==> src/rtl/data_memory_pkg.sv <==
// ----------------------------------------------------------------------------
// data_memory_pkg : shared state encoding and port indices for the arbiter
// Revision 1.0
// ----------------------------------------------------------------------------
`default_nettype none

package data_memory_pkg;

  typedef enum logic [0:0] {
    IDLE    = 1'b0,
    RD_DATA = 1'b1
  } state_e;

  localparam logic PORT_CPU = 1'b0;
  localparam logic PORT_DMA = 1'b1;

endpackage

`default_nettype wire

==> src/rtl/data_memory_arbiter.sv <==
// ----------------------------------------------------------------------------
// data_memory_arbiter : pipeline/DMA arbiter for a single-port data memory
// Revision 1.0
// ----------------------------------------------------------------------------
`default_nettype none

module data_memory_arbiter
  import data_memory_pkg::*;
#(
  parameter int dataSize       = 32,
  parameter int addressingSize = 32,
  parameter int vecSize        = 4,
  parameter int STARVE_LIMIT   = 4
) (
  input  logic                                clk,
  input  logic                                rst_n,

  input  logic                                p0_req,
  input  logic                                p0_we,
  input  logic [addressingSize-1:0]           p0_addr,
  input  logic [vecSize-1:0][dataSize-1:0]    p0_wdata,
  output logic                                p0_gnt,
  output logic                                p0_rvalid,
  output logic [vecSize-1:0][dataSize-1:0]    p0_rdata,

  input  logic                                p1_req,
  input  logic                                p1_we,
  input  logic [addressingSize-1:0]           p1_addr,
  input  logic [vecSize-1:0][dataSize-1:0]    p1_wdata,
  output logic                                p1_gnt,
  output logic                                p1_rvalid,
  output logic [vecSize-1:0][dataSize-1:0]    p1_rdata,

  output logic                                mem_write_enable,
  output logic [addressingSize-1:0]           mem_DataAdr,
  output logic [vecSize-1:0][dataSize-1:0]    mem_toWrite_data,
  input  logic [vecSize-1:0][dataSize-1:0]    mem_read_data,

  output logic                                busy
);

  localparam int              CNT_W      = $clog2(STARVE_LIMIT + 1);
  localparam logic [CNT_W-1:0] STARVE_MAX = CNT_W'(STARVE_LIMIT);

  state_e                         state_q, state_d;
  logic [CNT_W-1:0]               starve_cnt_q, starve_cnt_d;
  logic                           owner_q, owner_d;
  logic [addressingSize-1:0]      addr_q, addr_d;
  logic [vecSize-1:0][dataSize-1:0] rdata0_q, rdata0_d;
  logic [vecSize-1:0][dataSize-1:0] rdata1_q, rdata1_d;

  logic                           any_req;
  logic                           starve_hit;
  logic                           p1_wins;
  logic                           win_idx;
  logic                           win_we;
  logic [addressingSize-1:0]      win_addr;
  logic [vecSize-1:0][dataSize-1:0] win_wdata;

  // Winner selection: port 0 by default, port 1 once it has lost STARVE_LIMIT times in a row.
  always_comb begin
    any_req    = p0_req | p1_req;
    starve_hit = (starve_cnt_q == STARVE_MAX);
    p1_wins    = p1_req & (~p0_req | starve_hit);
    win_idx    = p1_wins ? PORT_DMA : PORT_CPU;
    win_we     = p1_wins ? p1_we    : p0_we;
    win_addr   = p1_wins ? p1_addr  : p0_addr;
    win_wdata  = p1_wins ? p1_wdata : p0_wdata;
  end

  always_ff @(posedge clk or negedge rst_n) begin
    if (!rst_n) begin
      state_q      <= IDLE;
      starve_cnt_q <= '0;
      owner_q      <= PORT_CPU;
      addr_q       <= '0;
      rdata0_q     <= '0;
      rdata1_q     <= '0;
    end else begin
      state_q      <= state_d;
      starve_cnt_q <= starve_cnt_d;
      owner_q      <= owner_d;
      addr_q       <= addr_d;
      rdata0_q     <= rdata0_d;
      rdata1_q     <= rdata1_d;
    end
  end

  always_comb begin
    state_d      = state_q;
    owner_d      = owner_q;
    addr_d       = addr_q;
    starve_cnt_d = starve_cnt_q;
    rdata0_d     = p0_rvalid ? mem_read_data : rdata0_q;
    rdata1_d     = p1_rvalid ? mem_read_data : rdata1_q;
    case (state_q)
      IDLE: begin
        // Writes complete at the closing edge; only reads need the data phase.
        if (any_req && !win_we) begin
          state_d = RD_DATA;
          owner_d = win_idx;
          addr_d  = win_addr;
        end
        if (!p1_req || p1_wins) begin
          starve_cnt_d = '0;
        end else if (!starve_hit) begin
          starve_cnt_d = starve_cnt_q + CNT_W'(1);
        end
      end
      RD_DATA: begin
        state_d = IDLE;
      end
      default: begin
        state_d = IDLE;
      end
    endcase
  end

  // Grants and write enable are also gated by rst_n so nothing leaks while reset is held.
  always_comb begin
    p0_gnt           = 1'b0;
    p1_gnt           = 1'b0;
    p0_rvalid        = 1'b0;
    p1_rvalid        = 1'b0;
    mem_write_enable = 1'b0;
    mem_DataAdr      = p0_addr;
    mem_toWrite_data = p0_wdata;
    busy             = 1'b0;
    case (state_q)
      IDLE: begin
        mem_DataAdr      = win_addr;
        mem_toWrite_data = win_wdata;
        if (rst_n) begin
          p0_gnt           = p0_req & ~p1_wins;
          p1_gnt           = p1_wins;
          mem_write_enable = any_req & win_we;
        end
      end
      RD_DATA: begin
        busy        = 1'b1;
        mem_DataAdr = addr_q;
        p0_rvalid   = (owner_q == PORT_CPU);
        p1_rvalid   = (owner_q == PORT_DMA);
      end
      default: begin
        busy = 1'b0;
      end
    endcase
    p0_rdata = p0_rvalid ? mem_read_data : rdata0_q;
    p1_rdata = p1_rvalid ? mem_read_data : rdata1_q;
  end

endmodule

`default_nettype wire

==> config.mk <==
export PLATFORM = sky130hd
export DESIGN_NAME = data_memory_arbiter
export DESIGN_NICKNAME = d
export VERILOG_FILES = /design/src/rtl/data_memory_pkg.sv /design/src/rtl/data_memory_arbiter.sv
export SDC_FILE = /design/constraint.sdc
export NUM_CORES = 1
export LEC_CHECK = 0
export BUFFER_PORTS_ARGS = -buffer_cell sky130_fd_sc_hd__buf_2
export CORE_AREA = 2 2 342 344
export DETAILED_ROUTE_END_ITERATION = 12
export DIE_AREA = 0 0 344 346
export PLACE_DENSITY = 0.36
export SLEW_MARGIN = 0
export SYNTH_ARGS = -nofsm -noshare
export SYNTH_HDL_FRONTEND = slang
export SYNTH_SLANG_ARGS = --single-unit
export TNS_END_PERCENT = 20
==> constraint.sdc <==
create_clock -name clk -period 1.9 [get_ports clk]
set_clock_uncertainty 0.05 [all_clocks]
set_input_delay 0.38 -clock clk [delete_from_list [all_inputs] [get_ports clk]]
set_output_delay 0.38 -clock clk [all_outputs]
set_load 0.02 [all_outputs]
==> results of run 1 <==
==> state kept, by name (all words and copies together), names as in the netlist <==
| signal | count |
|---|---|
| rdata0_q | 128 |
| state_q | 1 |
| addr_q | 32 |
| rdata1_q | 128 |
| owner_q | 1 |
| starve_cnt_q | 3 |
==> cells in the final DEF (no fill, tap or decap), drive strengths merged, types with 2 or more instances in the layout <==
master          n
o31ai          32
o22ai          32
diode          17
a21oi          34
o21ai          36
dlygate4sd3    50
ha              2
nor2b          32
a31oi          32
inv             7
bufinv          2
nand3b         32
mux2          256
a211oi         32
nor3           32
nand2b         33
buf          1046
nand2         390
dfrtp         293
nand3           3
clkbuf         72
bufbuf          2
clkinv          9
==> critical path, stage by stage (launching register included) <==
cell and delay (ps):
dfrtp_1 400, inv_2 70, ha_4 130, a21boi_4 50, or3_4 450, buf_6 180
buf_12 140, mux2_4 310, buf_6 130
==> final cells by class <==
cell class	count	area [µm²]
Antenna cell	17	42.54
Clock buffer	58	1169
Clock inverter	14	177.7
Fill cell	12776	89380
Inverter	5	21.27
Multi-Input combinational cell	992	7510
Sequential cell	293	7333
Tap cell	1524	1907
Timing Repair Buffer	1112	7881
==> final timing paths <==
check	endpoint	start	slack, ps
hold / removal	rdata1_q[92]$_DFF_PN0_	mem_read_data[92]	10
max in group asynchronous	rdata0_q[35]$_DFF_PN0_	rst_n	340
hold reg to reg	rdata0_q[51]$_DFF_PN0_	rdata0_q[51]$_DFF_PN0_	420
setup reg to reg	addr_q[9]$_DFFE_PN0P_	state_q$_DFF_PN0_	20
setup / recovery	mem_toWrite_data[109]	starve_cnt_q[1]$_DFFE_PN0P_	-970
min in group asynchronous	rdata1_q[32]$_DFF_PN0_	rst_n	790
==> timing repair <==
item | CTS | global route
pin swaps | 8 | 17
endpoints found under the setup margin | 456 | 455
endpoints found under the hold margin | 299 | 23
gates cloned | 2 | 0
setup buffers | 11 | 1
gates resized for setup | 267 | 168
==> metal layers <==
metal,vias up,part of all wire (%)
li1,6976,-
met2,629,47
met3,170,5.9
met1,7616,44
met5,-,0.055
met4,10,2.8
==> kinds of logic after synthesis <==
group | Yosys count | synth area share, %
AND/OR/NAND/NOR | 532 | 15.85
adder cells (fa/ha/maj) | 2 | 0.1679
AO/OA/AOI/OAI | 202 | 8.498
buffers and inverters | 120 | 3.897
multiplexers | 256 | 22.37
flip-flops | 293 | 49.21
==> metrics by stage <==
step	std cells	area (µm²)	util, %	TNS, ps
2_1_floorplan	1405	15070	-	-23070
3_3_place_gp	3862	22540	19.53	-107080
3_5_place_dp	3862	22540	19.53	-101790
4_1_cts	3997	25440	22.04	-358530
5_1_grt	4012	26030	22.56	-362190
6_report	4015	26040	22.56	-310350
==> power by group through the flow <==
stage	logic, mW	clock network [mW]	registers, mW
2_1_floorplan	7.92	0	9.35
3_3_place_gp	14.7	0	9.48
3_5_place_dp	14.7	0	9.56
4_1_cts	15.4	8.20	9.46
5_1_grt	16.8	8.42	9.73
6_report	15.8	7.79	9.47
==> results.cfg, run 1 <==
[clock_tree]
cts.clk_slew.worst_paths_ps = 60
cts_buffers = 40
clock_latency_ps = 570
cts_root_buffer = clkbuf_16
hold_buffers = 50
tritoncts = yes
cts_sinks = 293
htree_levels = 2
clk_path_buf_depth = 3

[synth]
async_reset_ff_share_pct = 100.0
syn_nets = 1861
ys_types = 38
yosysTopAreaCell = dfrtp_1
yosysSeqAreaShare_pct = 49.21
synth-main-ff-cell = dfrtp_1
synth_warnings = 0
synth.avg_cell_area_um2 = 10.60
syn_inst = 1405
ys_top_cells_by_count = 390 x nand2_1, 293 x dfrtp_1, 136 x mux2_1
synth_top_area_share_pct = 49.21
synth_area_mm2 = 0.01490
synth.most_common_cell = nand2_1
synth-seq-cells = 293
synth-edff-count = 0
synth_area_leaders = dfrtp_1 49%, mux2_4 12%, mux2_1 10%

[timing]
final_max_slew_viol_count = 0
rsz0062_at_grt = yes
worstMarginPinSlew_ps = 699.4
fmax_mhz = 348.7
min_period_ps = 2867
finalHoldViolCount = 0
hold_slack_ps = 13.13
timing.final.ws_setup_ps = -967.5
setup_viol = 422
slew_headroom_pct = 53.37
fin_crit_sh_pct = 150.9

[floorplanning]
initial_utilization_pct = 12.91
fp.dieW_um = 344
die_h_um = 346
dieArea_mm2 = 0.1190
ios = 876
core_mm2 = 0.1154
num_rows = 125

[cells_and_area]
drive_above_1_share_pct = 55.58
synthToLayoutAreaGrowth_pct = 74.78
num-nets-final = 2900

[drt]
vias = 15401
first_pass_iters = 4
wl_per_cell_um = 26.37
dr.first_iter.drc_count = 880
via_per_inst = 3.836
finalWirelength_um = 105900
drt.antenna.violating_nets = 0
drc_errors = 0

[worst_setup_path]
worstSetupEndpointType = primary output
rr_worst_depth = 6
critical_path_class = flip-flop to primary output
critPathArrivalTime_ps = 2440
path_max_fanout = 8
worstPathRequired_ps = 1470
start_kind = flip-flop

[power]
internal_power_mw = 19.82
p_sw_share_pct = 40.09
power_density_mw_per_mm2 = 1271
pwr-share-clk_pct = 23.5
power_mw = 33.09
peakVddDrop_mv = 0.9157
combPwrFrac_pct = 47.8
p_switching_mw = 13.27
seq_power_share_pct = 28.6
power_leakage_nw = 12.84

[run_status]
status = finished, violations left
violations = negative setup slack

[run]
drv_cap = 0

[global_routing]
top_usage_layer = met2
grt_pass1_wl_um = 139600
antenna_found_initial = 97
grt_max_degree = 107
grtUsageMet3_pct = 3.047
grt_util_met1_pct = 22.69
use_met2_pct = 27.68
grt_pass1_vias = 15492
grt_usage_pct = 17.08
grt_overflow = 0

[placed_design]
numPortBuffers = 875
dp_hpwl_um = 87720
pre_cts_ws_ps = -535.6
gp_routability_congestion = 1.005

[hold_path]
min_path_type = input pin to flip-flop
hold_depth = 2
Note: power is estimated with default switching activity, not from simulation.
==> inputs of run 2 (changes only) <==
--- a/config.mk
+++ b/config.mk
@@ -14,4 +14,4 @@
 export SYNTH_ARGS = -nofsm -noshare
 export SYNTH_HDL_FRONTEND = slang
 export SYNTH_SLANG_ARGS = --single-unit
-export TNS_END_PERCENT = 20
+export TNS_END_PERCENT = 50
==> constraint.sdc (replaced) <==
create_clock -name clk -period 1.9 [get_ports clk]
set_clock_uncertainty 0.05 [all_clocks]
set_input_delay 0.38 -clock clk [delete_from_list [all_inputs] [get_ports clk]]
set_output_delay 0.38 -clock clk [all_outputs]
set_load 0.05 [all_outputs]
==> results.cfg, run 2 (synthesis gave the netlist of run 1 again) <==
[run_status]
status = finished, violations left
violations = negative setup slack

[cells_and_area]
fin_util_pct = 27.35
final_common_cell = buf_2
reg.largest.list = rdata0_q: 128 flops, rdata1_q: 128 flops, addr_q: 32 flops
drive_above_1_share_pct = 67.02
num-nets-final = 3035
synthToLayoutAreaGrowth_pct = 111.8
final_cell_mix = 521 x buf_2, 292 x dfrtp_1, 237 x mux2_4

[global_routing]
antenna_found_initial = 55
grt_overflow = 0
grt_pass1_vias = 15857
grt_usage_pct = 17.41
grt_max_degree = 130
grt_pass1_wl_um = 142600

[clock_tree]
cts_root_buffer = clkbuf_16
cts.clk_slew.worst_paths_ps = 60
hold_buffers = 77
cts_buffers = 41
clock_latency_ps = 580
clk_path_buf_depth = 3
tritoncts = yes
htree_levels = 2
cts_sinks = 293

[floorplanning]
dieArea_mm2 = 0.1190
die_h_um = 346
fp.dieW_um = 344
initial_utilization_pct = 12.91
ios = 876
core_mm2 = 0.1154
num_rows = 125

[drt]
vias = 16057
drc_errors = 0
dr.first_iter.drc_count = 1038
finalWirelength_um = 110600
drt.antenna.violating_nets = 0
via_per_inst = 3.871
first_pass_iters = 5
wl_per_cell_um = 26.66

[placed_design]
numPortBuffers = 875
gp_routability_congestion = 1.128
dp_hpwl_um = 85860

[power]
power_density_mw_per_mm2 = 1519
pwr-share-clk_pct = 17.1
power_leakage_nw = 15.09
peakVddDrop_mv = 0.9196
combPwrFrac_pct = 62.8
p_switching_mw = 21.66
seq_power_share_pct = 20.0
power_mw = 47.94
internal_power_mw = 26.28
p_sw_share_pct = 45.18

[worst_setup_path]
worstSetupEndpointType = primary output
critPathArrivalTime_ps = 2520
rrSetupSlack_ps = -350
path_max_fanout = 6
slowest_delay_ps = 460
slowest_stage = or3_4
start_kind = flip-flop
crit_chain = inv_2 > ha_4 > a21boi_4 > or3_4 > buf_12 > buf_16 > mux2_4 > buf_6
critical_path_class = flip-flop to primary output
worstPathRequired_ps = 1470

[run]
drv_cap = 0

[hold_path]
min_path_type = input pin to flip-flop

[timing]
final_max_slew_viol_count = 0
setup_viol = 536
fin_crit_sh_pct = 155.0
rsz0062_at_grt = yes
worstMarginPinSlew_ps = 909.8
min_period_ps = 2945
finalHoldViolCount = 0
timing.final.ws_setup_ps = -1045
fmax_mhz = 339.5
slew_headroom_pct = 39.35
## run 2: cell types whose count changed in the layout (fill, tap and decap cells not counted), sizes merged
cell	delta
buf	+104
bufbuf	+1
bufinv	+3
clkbuf	-2
clkinv	+2
clkinvlp	+2
diode	-4
dlygate4sd3	+27
inv	-1
or3	+1
## run 2: layout make-up
type	instances	area [µm²]
diodes	13	32.53
clock buffers	55	1149
clock inverters	20	266.5
fillers	12190	83860
inverters	5	31.28
multi-input cells	993	8881
flip-flops and latches	293	7336
well taps	1524	1907
repair buffers	1245	11960
## run 2: stage by stage
| step | instances | worst slack [ps] | hold slack [ps] | TNS [ps] | area, µm² |
|---|---|---|---|---|---|
| final | 4148 | -1045 | 10.56 | -399930 | 31560 |
| after global routing | 4140 | -1134 | -28.40 | -451930 | 31540 |
| after CTS | 4069 | -1115 | -42.70 | -420360 | 29680 |
| after detailed placement | 3849 | -498.5 | 379.9 | -127080 | 24930 |
| after global placement | 3849 | -504.3 | 381.3 | -130070 | 24930 |
| after floorplan | 1405 | -232.9 | 34.41 | -44730 | 16460 |
## run 2: critical path: cells and delay by family (launching register included)
kind / cells / cell delay [ps]
buffers and inverters: 4 / 560
AND/OR/NAND/NOR: 1 / 460
flip-flops: 1 / 390
multiplexers: 1 / 300
adder cells (fa/ha/maj): 1 / 140
AO/OA/AOI/OAI: 1 / 60
## run 2: final timing paths
| path | startpoint | to | depth (start not counted) |
|---|---|---|---|
| worst min-delay path | mem_read_data[91] | rdata1_q[91]$_DFF_PN0_ | 2 |
| min in group asynchronous | rst_n | addr_q[26]$_DFFE_PN0P_ | 3 |
| max in group asynchronous | rst_n | rdata0_q[10]$_DFF_PN0_ | 3 |
| worst max-delay path | starve_cnt_q[0]$_DFFE_PN0P_ | mem_toWrite_data[113] | 8 |
| worst max register to register | state_q$_DFF_PN0_ | addr_q[23]$_DFFE_PN0P_ | 8 |
| worst min register to register | rdata0_q[18]$_DFF_PN0_ | rdata0_q[18]$_DFF_PN0_ | 2 |
## run 2: power by group through the flow
stage          combinational (mW)  clock (mW)  sequential, mW
2_1_floorplan                16.2           0            9.44
3_3_place_gp                 25.0           0            9.58
3_5_place_dp                 24.9           0            9.64
4_1_cts                      28.5        8.54            9.55
5_1_grt                      31.2        8.80            9.87
6_report                     30.1        8.21            9.60
## run 2: what timing repair did
action | in CTS | in global routing
gates resized for setup | 504 | 366
pin swaps | 16 | 65
setup buffers | 49 | 53
cloned | 20 | 16
endpoints found under the setup margin | 454 | 503
hold endpoints to repair | 320 | 6
## run 2: routing by layer
| layer | up-vias | share of wire, % | global-route usage [%] |
|---|---|---|---|
| li1 | 7255 | - | - |
| met1 | 8033 | 43 | 23.09 |
| met2 | 614 | 46 | 27.71 |
| met3 | 141 | 7.9 | 4.869 |
| met4 | 14 | 2.5 | 4.312 |
| met5 | - | 0.083 | 0 |
